==> config.mk <==
export PLATFORM = sky130hd
export DESIGN_NAME = fft_frame_ctrl
export DESIGN_NICKNAME = d
export VERILOG_FILES = /design/src/rtl/fft_frame_ctrl.sv
export SDC_FILE = /design/constraint.sdc
export NUM_CORES = 1
export LEC_CHECK = 0
export ABC_AREA = 1
export CORE_ASPECT_RATIO = 1.1
export CORE_MARGIN = 2
export CORE_UTILIZATION = 50
export CTS_CLUSTER_DIAMETER = 150
export CTS_CLUSTER_SIZE = 40
export DETAILED_ROUTE_END_ITERATION = 7
export DONT_BUFFER_PORTS = 1
export PLACE_DENSITY = 0.7
export SYNTH_ARGS = -nofsm -noshare
export SYNTH_HDL_FRONTEND = slang
export SYNTH_SLANG_ARGS = --single-unit
==> constraint.sdc <==
create_clock -name clk -period 2.17 [get_ports clk]
set_input_delay 0.217 -clock clk [delete_from_list [all_inputs] [get_ports clk]]
set_output_delay 0.217 -clock clk [all_outputs]
set_load 0.03 [all_outputs]
==> src/rtl/fft_frame_ctrl.sv <==
// fft_frame_ctrl: gathers N_POINTS decimated ADC samples per frame into the FFT input stream.
// Optional WAIT_RES watchdog enabled by defining FFT_TIMEOUT_EN.  Rev 1.0
`default_nettype none

module fft_frame_ctrl #(
  parameter int N_POINTS    = 1024,
  parameter int CNT_W       = 10,
  parameter int TIMEOUT_CYC = 65535
) (
  input  logic        clk,
  input  logic        rst_n,
  input  logic        i_start,
  input  logic        i_stop,
  input  logic        i_continuous,
  input  logic [7:0]  i_decim,
  input  logic [15:0] i_holdoff,
  input  logic [15:0] ad_data_in,
  input  logic        ad_valid,
  output logic [15:0] fft_data,
  output logic        fft_valid,
  output logic        fft_last,
  input  logic        fft_res_valid,
  input  logic        fft_res_last,
  output logic        o_busy,
  output logic        o_frame_done,
  output logic [15:0] o_frame_cnt,
  output logic        o_err_timeout
);

  if (N_POINTS < 8 || N_POINTS != (1 << CNT_W) || TIMEOUT_CYC < 1) begin : g_param_err
    $error("fft_frame_ctrl: bad N_POINTS/CNT_W/TIMEOUT_CYC");
  end

  typedef enum logic [1:0] {
    S_IDLE     = 2'd0,
    S_FILL     = 2'd1,
    S_WAIT_RES = 2'd2,
    S_GAP      = 2'd3
  } state_e;

  state_e             state_q, state_d;
  logic               cont_q, cont_d;
  logic [7:0]         decim_q, decim_d;
  logic [15:0]        holdoff_q, holdoff_d;
  logic               stop_pend_q, stop_pend_d;
  logic [CNT_W-1:0]   smp_cnt_q, smp_cnt_d;
  logic [7:0]         dec_cnt_q, dec_cnt_d;
  logic [15:0]        gap_cnt_q, gap_cnt_d;
  logic [15:0]        fft_data_q, fft_data_d;
  logic               fft_valid_q, fft_valid_d;
  logic               fft_last_q, fft_last_d;
  logic               done_q, done_d;
  logic [15:0]        frame_cnt_q, frame_cnt_d;

`ifdef FFT_TIMEOUT_EN
  localparam int WD_W = $clog2(TIMEOUT_CYC + 1);
  logic [WD_W-1:0]    wd_cnt_q, wd_cnt_d;
  logic               err_q, err_d;
`endif

  always_ff @(posedge clk or negedge rst_n) begin
    if (!rst_n) begin
      state_q     <= S_IDLE;
      cont_q      <= 1'b0;
      decim_q     <= '0;
      holdoff_q   <= '0;
      stop_pend_q <= 1'b0;
      smp_cnt_q   <= '0;
      dec_cnt_q   <= '0;
      gap_cnt_q   <= '0;
      fft_data_q  <= '0;
      fft_valid_q <= 1'b0;
      fft_last_q  <= 1'b0;
      done_q      <= 1'b0;
      frame_cnt_q <= '0;
`ifdef FFT_TIMEOUT_EN
      wd_cnt_q    <= '0;
      err_q       <= 1'b0;
`endif
    end else begin
      state_q     <= state_d;
      cont_q      <= cont_d;
      decim_q     <= decim_d;
      holdoff_q   <= holdoff_d;
      stop_pend_q <= stop_pend_d;
      smp_cnt_q   <= smp_cnt_d;
      dec_cnt_q   <= dec_cnt_d;
      gap_cnt_q   <= gap_cnt_d;
      fft_data_q  <= fft_data_d;
      fft_valid_q <= fft_valid_d;
      fft_last_q  <= fft_last_d;
      done_q      <= done_d;
      frame_cnt_q <= frame_cnt_d;
`ifdef FFT_TIMEOUT_EN
      wd_cnt_q    <= wd_cnt_d;
      err_q       <= err_d;
`endif
    end
  end

  always_comb begin
    state_d     = state_q;
    cont_d      = cont_q;
    decim_d     = decim_q;
    holdoff_d   = holdoff_q;
    stop_pend_d = stop_pend_q;
    smp_cnt_d   = smp_cnt_q;
    dec_cnt_d   = dec_cnt_q;
    gap_cnt_d   = gap_cnt_q;
    fft_data_d  = fft_data_q;
    fft_valid_d = 1'b0;
    fft_last_d  = 1'b0;
    done_d      = 1'b0;
    frame_cnt_d = frame_cnt_q;
`ifdef FFT_TIMEOUT_EN
    wd_cnt_d    = wd_cnt_q;
    err_d       = err_q;
`endif

    unique case (state_q)
      S_IDLE: begin
        if (i_start && !i_stop) begin
          state_d     = S_FILL;
          cont_d      = i_continuous;
          decim_d     = i_decim;
          holdoff_d   = i_holdoff;
          stop_pend_d = 1'b0;
          smp_cnt_d   = '0;
          dec_cnt_d   = '0;
`ifdef FFT_TIMEOUT_EN
          err_d       = 1'b0;
`endif
        end
      end

      S_FILL: begin
        if (i_stop) stop_pend_d = 1'b1;
        if (ad_valid) begin
          dec_cnt_d = (dec_cnt_q == decim_q) ? 8'd0 : dec_cnt_q + 8'd1;
          if (dec_cnt_q == 8'd0) begin
            fft_data_d  = ad_data_in;
            fft_valid_d = 1'b1;
            smp_cnt_d   = smp_cnt_q + 1'b1;
            if (smp_cnt_q == CNT_W'(N_POINTS - 1)) begin
              fft_last_d = 1'b1;
              state_d    = S_WAIT_RES;
`ifdef FFT_TIMEOUT_EN
              wd_cnt_d   = '0;
`endif
            end
          end
        end
      end

      S_WAIT_RES: begin
        if (i_stop) stop_pend_d = 1'b1;
`ifdef FFT_TIMEOUT_EN
        wd_cnt_d = wd_cnt_q + 1'b1;
`endif
        if (fft_res_valid && fft_res_last) begin
          done_d      = 1'b1;
          frame_cnt_d = frame_cnt_q + 16'd1;
          // A stop arriving together with the result last still ends the run here.
          if (!cont_q || stop_pend_q || i_stop) begin
            state_d = S_IDLE;
          end else if (holdoff_q == 16'd0) begin
            state_d   = S_FILL;
            decim_d   = i_decim;
            holdoff_d = i_holdoff;
            dec_cnt_d = '0;
          end else begin
            state_d   = S_GAP;
            gap_cnt_d = '0;
          end
        end
`ifdef FFT_TIMEOUT_EN
        else if (wd_cnt_q == WD_W'(TIMEOUT_CYC - 1)) begin
          err_d   = 1'b1;
          state_d = S_IDLE;
        end
`endif
      end

      S_GAP: begin
        if (stop_pend_q) begin
          state_d = S_IDLE;
        end else begin
          if (i_stop) stop_pend_d = 1'b1;
          if (gap_cnt_q == holdoff_q - 16'd1) begin
            state_d   = S_FILL;
            decim_d   = i_decim;
            holdoff_d = i_holdoff;
            dec_cnt_d = '0;
          end else begin
            gap_cnt_d = gap_cnt_q + 16'd1;
          end
        end
      end

      default: state_d = S_IDLE;
    endcase
  end

  assign fft_data     = fft_data_q;
  assign fft_valid    = fft_valid_q;
  assign fft_last     = fft_last_q;
  assign o_busy       = (state_q != S_IDLE);
  assign o_frame_done = done_q;
  assign o_frame_cnt  = frame_cnt_q;
`ifdef FFT_TIMEOUT_EN
  assign o_err_timeout = err_q;
`else
  assign o_err_timeout = 1'b0;
`endif

endmodule

`default_nettype wire

# Yosys cells after proc, flatten, opt, wreduce, memory -nomap -nowiden
# Index checks and enable logic that the tools add are counted.
dict set report word_totals {
  regBits 97
  latchBits 0
  ram_bits 0
  rom_bits 0
  in_bits 48
  output_inout_bits 37
  mem_count 0
}
dict set report op_classes {
  addsub 5
  mul 0
  div_mod_pow 0
  order_cmp 0
  n_eq_ne 19
  shift 0
  mux 57
  bitwise_logic 0
  reduce_logical 23
}
# op count
set op_table {}
lappend op_table {{2-to-1 mux 16 bit} 11}
lappend op_table {{2-to-1 mux 8 bit} 14}
lappend op_table {{case mux 16 bit (3 select lines)} 1}
lappend op_table {{adder 16 x 1 -> 16 bit, second input constant} 2}
lappend op_table {{case mux 16 bit (2 select lines)} 1}
lappend op_table {{case mux 8 bit (4 select lines)} 1}
lappend op_table {{2-to-1 mux 10 bit} 3}
lappend op_table {{case mux 8 bit (3 select lines)} 1}
lappend op_table {{inequality test 2 bit, second input constant} 11}
lappend op_table {{case mux 10 bit (2 select lines)} 1}
lappend op_table {{2-to-1 mux 2 bit} 9}
lappend op_table {{equality test 16 bit} 1}
lappend op_table {{zero test 16 bit} 1}
lappend op_table {{subtractor 16 x 1 -> 16 bit, second input constant} 1}
lappend op_table {{AND reduction 7 bit} 2}
lappend op_table {{2-to-1 mux 1 bit} 13}
lappend op_table {{AND reduction 6 bit} 2}
lappend op_table {{adder 10 x 1 -> 10 bit, second input constant} 1}
lappend op_table {{equality test 10 bit, second input constant} 1}
lappend op_table {{adder 8 x 1 -> 8 bit, second input constant} 1}
lappend op_table {{equality test 8 bit} 1}
lappend op_table {{zero test 8 bit} 1}
lappend op_table {{case mux 2 bit (4 select lines)} 1}
lappend op_table {{AND reduction 2 bit} 3}
lappend op_table {{other kinds (14)} 20}

# Longest topological paths before layout
dict set report logic_depth {
  depth_word 6
  mapped_depth 17
}

# Worst setup path after synthesis
# Ideal clock, no wire load.
dict set report synth_path {
  kind {register -> register}
  startpoint {reg holdoff_q[0]}
  endpoint {reg dec_cnt_q[0]}
  arrival_ns 1.957
  required_time_ns 2.052
  path_slack_ns 0.095
  path_stages_with_launch 17
  cell_sequence {dfrtp_1 > inv_1 > ha_1 > nand2_2 > nor2_2 > nand2_1 > nand2_1 > nand2_1 > nor2_1 > nand2_1 > nor2_2 > nand2_4 > nand2_8 > nand2_4 > buf_6 > nand2_2 > o21ai_2}
}
dict set report synth_between {
  elab_chain_len 4
  word_cells_on_any_way 6
  cone_classes {1 x add/sub; 3 x eq/ne; 2 x reduce/logical}
}
# element line
set synth_rtl {}
lappend synth_rtl {{from (decl)} 44} ;# logic [15:0] holdoff_q, holdoff_d;
lappend synth_rtl {{from (signal assigned)} 84} ;# holdoff_q <= holdoff_d;
lappend synth_rtl {{subtractor 16 x 1 -> 16 bit} 189} ;# if (gap_cnt_q == holdoff_q - 16'd1) begin
lappend synth_rtl {{equality test 16 bit} 189}
lappend synth_rtl {{inequality test 2 bit (no source line)} n/a}
lappend synth_rtl {{AND reduction 7 bit (no source line) (*)} n/a}
lappend synth_rtl {{to (signal assigned)} 87} ;# dec_cnt_q <= dec_cnt_d;
lappend synth_rtl {{to (decl)} 47} ;# logic [7:0] dec_cnt_q, dec_cnt_d;
# Every way passes the cells marked *; elsewhere a longest branch is shown, timed or not.
# A chain may end at the register's enable or synchronous reset.

# Worst setup path after layout
dict set report layout_path {
  startpoint {reg holdoff_q[0]}
  endpoint {reg decim_q[1]}
}
dict set report layout_between {
  elab_chain_len 4
  word_cells_on_any_way 6
  cone_classes {1 x add/sub; 3 x eq/ne; 2 x reduce/logical}
}
# element line
set layout_rtl {}
lappend layout_rtl {{subtractor 16 x 1 -> 16 bit} 189}
lappend layout_rtl {{equality test 16 bit} 189}
lappend layout_rtl {{inequality test 2 bit (no source line)} n/a}
lappend layout_rtl {{AND reduction 7 bit (no source line) (*)} n/a}
lappend layout_rtl {{to (signal assigned)} 83} ;# decim_q <= decim_d;
lappend layout_rtl {{to (decl)} 43} ;# logic [7:0] decim_q, decim_d;
# Marks and branches as above.

==> flow_metrics.env <==
export IMPL_status="finished, violations left"
export IMPL_violations="negative hold slack, negative setup slack"
export IMPL_fillers=925
export IMPL_areaGrowthSynthToFinish_pct=20.7
export IMPL_num_nets_final=827
export IMPL_drc=0
export IMPL_initial_utilization=0.514
export IMPL_drv_cap=0
export IMPL_die_y_um=115
export IMPL_rows=40
export IMPL_htreeDepth=3
export IMPL_antenna_left=0
export IMPL_whs_ps=-441
export IMPL_yosysWarningCount=0
export IMPL_netlist_area_mm2=0.00561
export IMPL_fin_crit_sh=1.01
export IMPL_layout_area_seq_mm2=0.00243
export IMPL_grt_pass1_wl_um=22300
export IMPL_max_freq_mhz=458
export IMPL_required_ps=2410
export IMPL_netlist_area_leader_share=0.433
export IMPL_synth_area_top_cells="dfrtp_1 43%, nand2_1 16%, nand3_1 7.2%, xor2_1 6.2%, nor2_1 5.0%"
export IMPL_cts_buffers=9
export IMPL_wl_um=14000
export IMPL_final_hold_viol_count=98
export IMPL_die_w_um=105
export IMPL_vias=4947
export IMPL_synth_distinct_cells=42
export IMPL_gp_congestion=0.879
export IMPL_ys_flop_type="dfrtp_1"
export IMPL_ios=85
export IMPL_cts_root_buf="clkbuf_16"
export IMPL_cts_sinks=97
export IMPL_critPathSlowestCell="dfrtp_1"
export IMPL_final_core_util=0.621
export IMPL_critPathKind="flop to flop"
export IMPL_grt_pass1_vias=4883
export IMPL_clock_skew_ps=8.32
export IMPL_syn_nets=778
export IMPL_hold_class="primary input to async pin"
export IMPL_grt_start_max_net_pins=98
export IMPL_slowest_delay_ps=400
export IMPL_cts_tree="done"
export IMPL_period_minus_slack_ps=2180
export IMPL_fin_ws_ps=-11.1
export IMPL_timing_setup_tns_ps=-38.0
export IMPL_routedWlPerCell_um=15.2
export IMPL_synth_cells=719
export IMPL_vdd_drop_max_mv=0.747
export IMPL_vias_per_cell=5.38
export IMPL_maxSlewViolCount=0
export IMPL_clkSlewWorstSetupHoldPaths_ps=70
export IMPL_drtIter0Drc=272
export IMPL_p_leak_nw=3.30
export IMPL_syn_avg_cell_area_um2=7.80
export IMPL_powerDensity_mw_per_mm2=1280
export IMPL_gr_total_overflow=0
export IMPL_multi_input_area_mm2=0.00307
export IMPL_cp_arrival_ps=2420
export IMPL_critical_path_startpoint_type="flop"
export IMPL_synth_edf_count=0
export IMPL_yosysSeqAreaShare=0.433
export IMPL_cp_end_kind="flop"
export IMPL_n_antenna_cell=0
export IMPL_dp_hpwl_um=9220
export IMPL_setup_violations=7
export IMPL_die_area_mm2=0.0121
export IMPL_clkLatencyLatePin_ps=350
export IMPL_drt_pass1_iter_count=6
export IMPL_synthArstFlopShare=1.00
export IMPL_ctsLongestPathBuffers=2
export IMPL_crit_path_frequent_cell="nand2_1"
export IMPL_path_cells="inv_2 > buf_6 > ha_1 > nand2_1 > nor2_1 > nand4_1 > nand2_2 > o21ai_4 > nor4_4 > buf_6 > buf_12 > nand2_8 > nand2_1 > nand2_1"
export IMPL_drive_above_1_share=0.162
export IMPL_antenna_found_initial=0
export IMPL_crit_path_max_fanout=12
export IMPL_synth_top_cell_by_area="dfrtp_1"
export IMPL_rsz0062_at_grt="true"
export IMPL_portBuffers=0
export IMPL_grt_usage=0.228
export IMPL_design_core_area_mm2=0.0109
export IMPL_ys_ff_latch=97
==> critical path: cells and delay by family, from the launching register on <==
family                     cells  cell delay [ps]
AOI/OAI and AO/OA              1               80
adders and majority gates      1              180
buffers and inverters          4              520
DFF                            1              400
and+or+nand+nor                8              890
==> synth_stat cells (7+ instances only) <==
master / n
clkbuf_1: 7
nor3_1: 11
ha_1: 11
inv_1: 54
nand2_1: 232
xor2_1: 40
nor2_2: 7
dfrtp_1: 97
nand3_1: 81
o21ai_2: 10
xnor2_1: 15
nor2_1: 75
a21oi_1: 10
nand4_1: 11
==> state kept, by name, summed over array words and instances (netlist names), 2 cells and up <==
register and cells:
gap_cnt_q 16, smp_cnt_q 10, fft_data 16, state_q 2
decim_q 8, holdoff_q 16, dec_cnt_q 8, o_frame_cnt 16
==> layout make-up <==
type | instances | area share
Clock buffer | 9 | 0.0333
Clock inverter | 7 | 0.0113
Inverter | 56 | 0.0310
Multi-Input combinational cell | 548 | 0.453
Sequential cell | 97 | 0.359
Tap cell | 147 | 0.0272
Timing Repair Buffer | 56 | 0.0850
==> per-stage QoR <==
stage | std cells | power (mW) | worst slack [ps] | instance area [um^2] | hold WS (ps)
2_1_floorplan | 719 | 5.45 | 94.8 | 5610 | -78.6
4_1_cts | 908 | 7.99 | 3.72 | 6410 | -453
3_5_place_dp | 874 | 6.30 | -34.0 | 5920 | -76.1
5_1_grt | 920 | 9.25 | -142 | 6770 | -460
6_report | 920 | 8.65 | -11.1 | 6770 | -441
3_3_place_gp | 874 | 6.18 | 80.2 | 5920 | -76.0
==> what timing repair did <==
| action | in CTS | in global routing |
|---|---|---|
| endpoints found under the hold margin | 115 | 98 |
| setup buffers | 0 | 5 |
| resized for setup | 2 | 50 |
| pin swaps | 0 | 27 |
| gates cloned | 0 | 6 |
| endpoints found under the setup margin | 32 | 55 |
| hold buffers | 18 | 1 |
==> cell usage in the layout, fill, tap and decap left out, types with 5 or more instances in the layout <==
cell	n
nand2_1	224
dfrtp_1	93
nand3_1	76
nor2_1	68
inv_1	52
xor2_1	39
buf_4	25
dlygate4sd3_1	19
xnor2_1	14
nand4_1	11
nand2_2	11
clkbuf_16	11
a21oi_1	10
nor2_2	9
o21ai_2	9
nor3_1	9
ha_1	9
nor2_4	6
buf_6	6
nand3_2	5
nand2_8	5
==> power breakdown <==
part / leakage (nW) / switching (mW) / total [mW] / internal (mW)
Combinational: 1.90 / 2.33 / 3.93 / 1.60
Sequential: 1.26 / 0.821 / 3.12 / 2.30
Clock: 0.149 / 0.776 / 1.60 / 0.822
==> metal layers <==
metal | GRT usage | vias up | part of all wire
met5 | 0 | - | 0
met4 | 0.0773 | 0 | 0.021
met3 | 0.0527 | 26 | 0.061
met2 | 0.403 | 166 | 0.50
met1 | 0.277 | 2371 | 0.42
li1 | - | 2384 | -
==> cell families after synthesis <==
| group | synth area share |
|---|---|
| muxes | 0.00201 |
| DFF | 0.433 |
| other | 0.000668 |
| buffers and inverters | 0.0609 |
| adders and majority gates | 0.0245 |
| xor gates and xnor gates | 0.0859 |
| and+or+nand+nor | 0.354 |
| AOI/OAI and AO/OA | 0.0390 |
==> final timing paths <==
| check | from | to | slack [ps] | cells past startpoint |
|---|---|---|---|---|
| max | holdoff_q[0]$_DFFE_PN0P_ | decim_q[1]$_DFFE_PN0P_ | -10 | 14 |
| min | rst_n | gap_cnt_q[15]$_DFFE_PN0P_ | -440 | 0 |
| max reg2reg | holdoff_q[0]$_DFFE_PN0P_ | decim_q[1]$_DFFE_PN0P_ | -10 | 14 |
| min reg2reg | cont_q$_DFFE_PN0P_ | cont_q$_DFFE_PN0P_ | 510 | 1 |
| max in group asynchronous | rst_n | o_frame_cnt[6]$_DFFE_PN0P_ | 2420 | 0 |
| min in group clk | i_holdoff[13] | holdoff_q[13]$_DFFE_PN0P_ | 0 | 2 |
(Power assumes the default switching activity.)
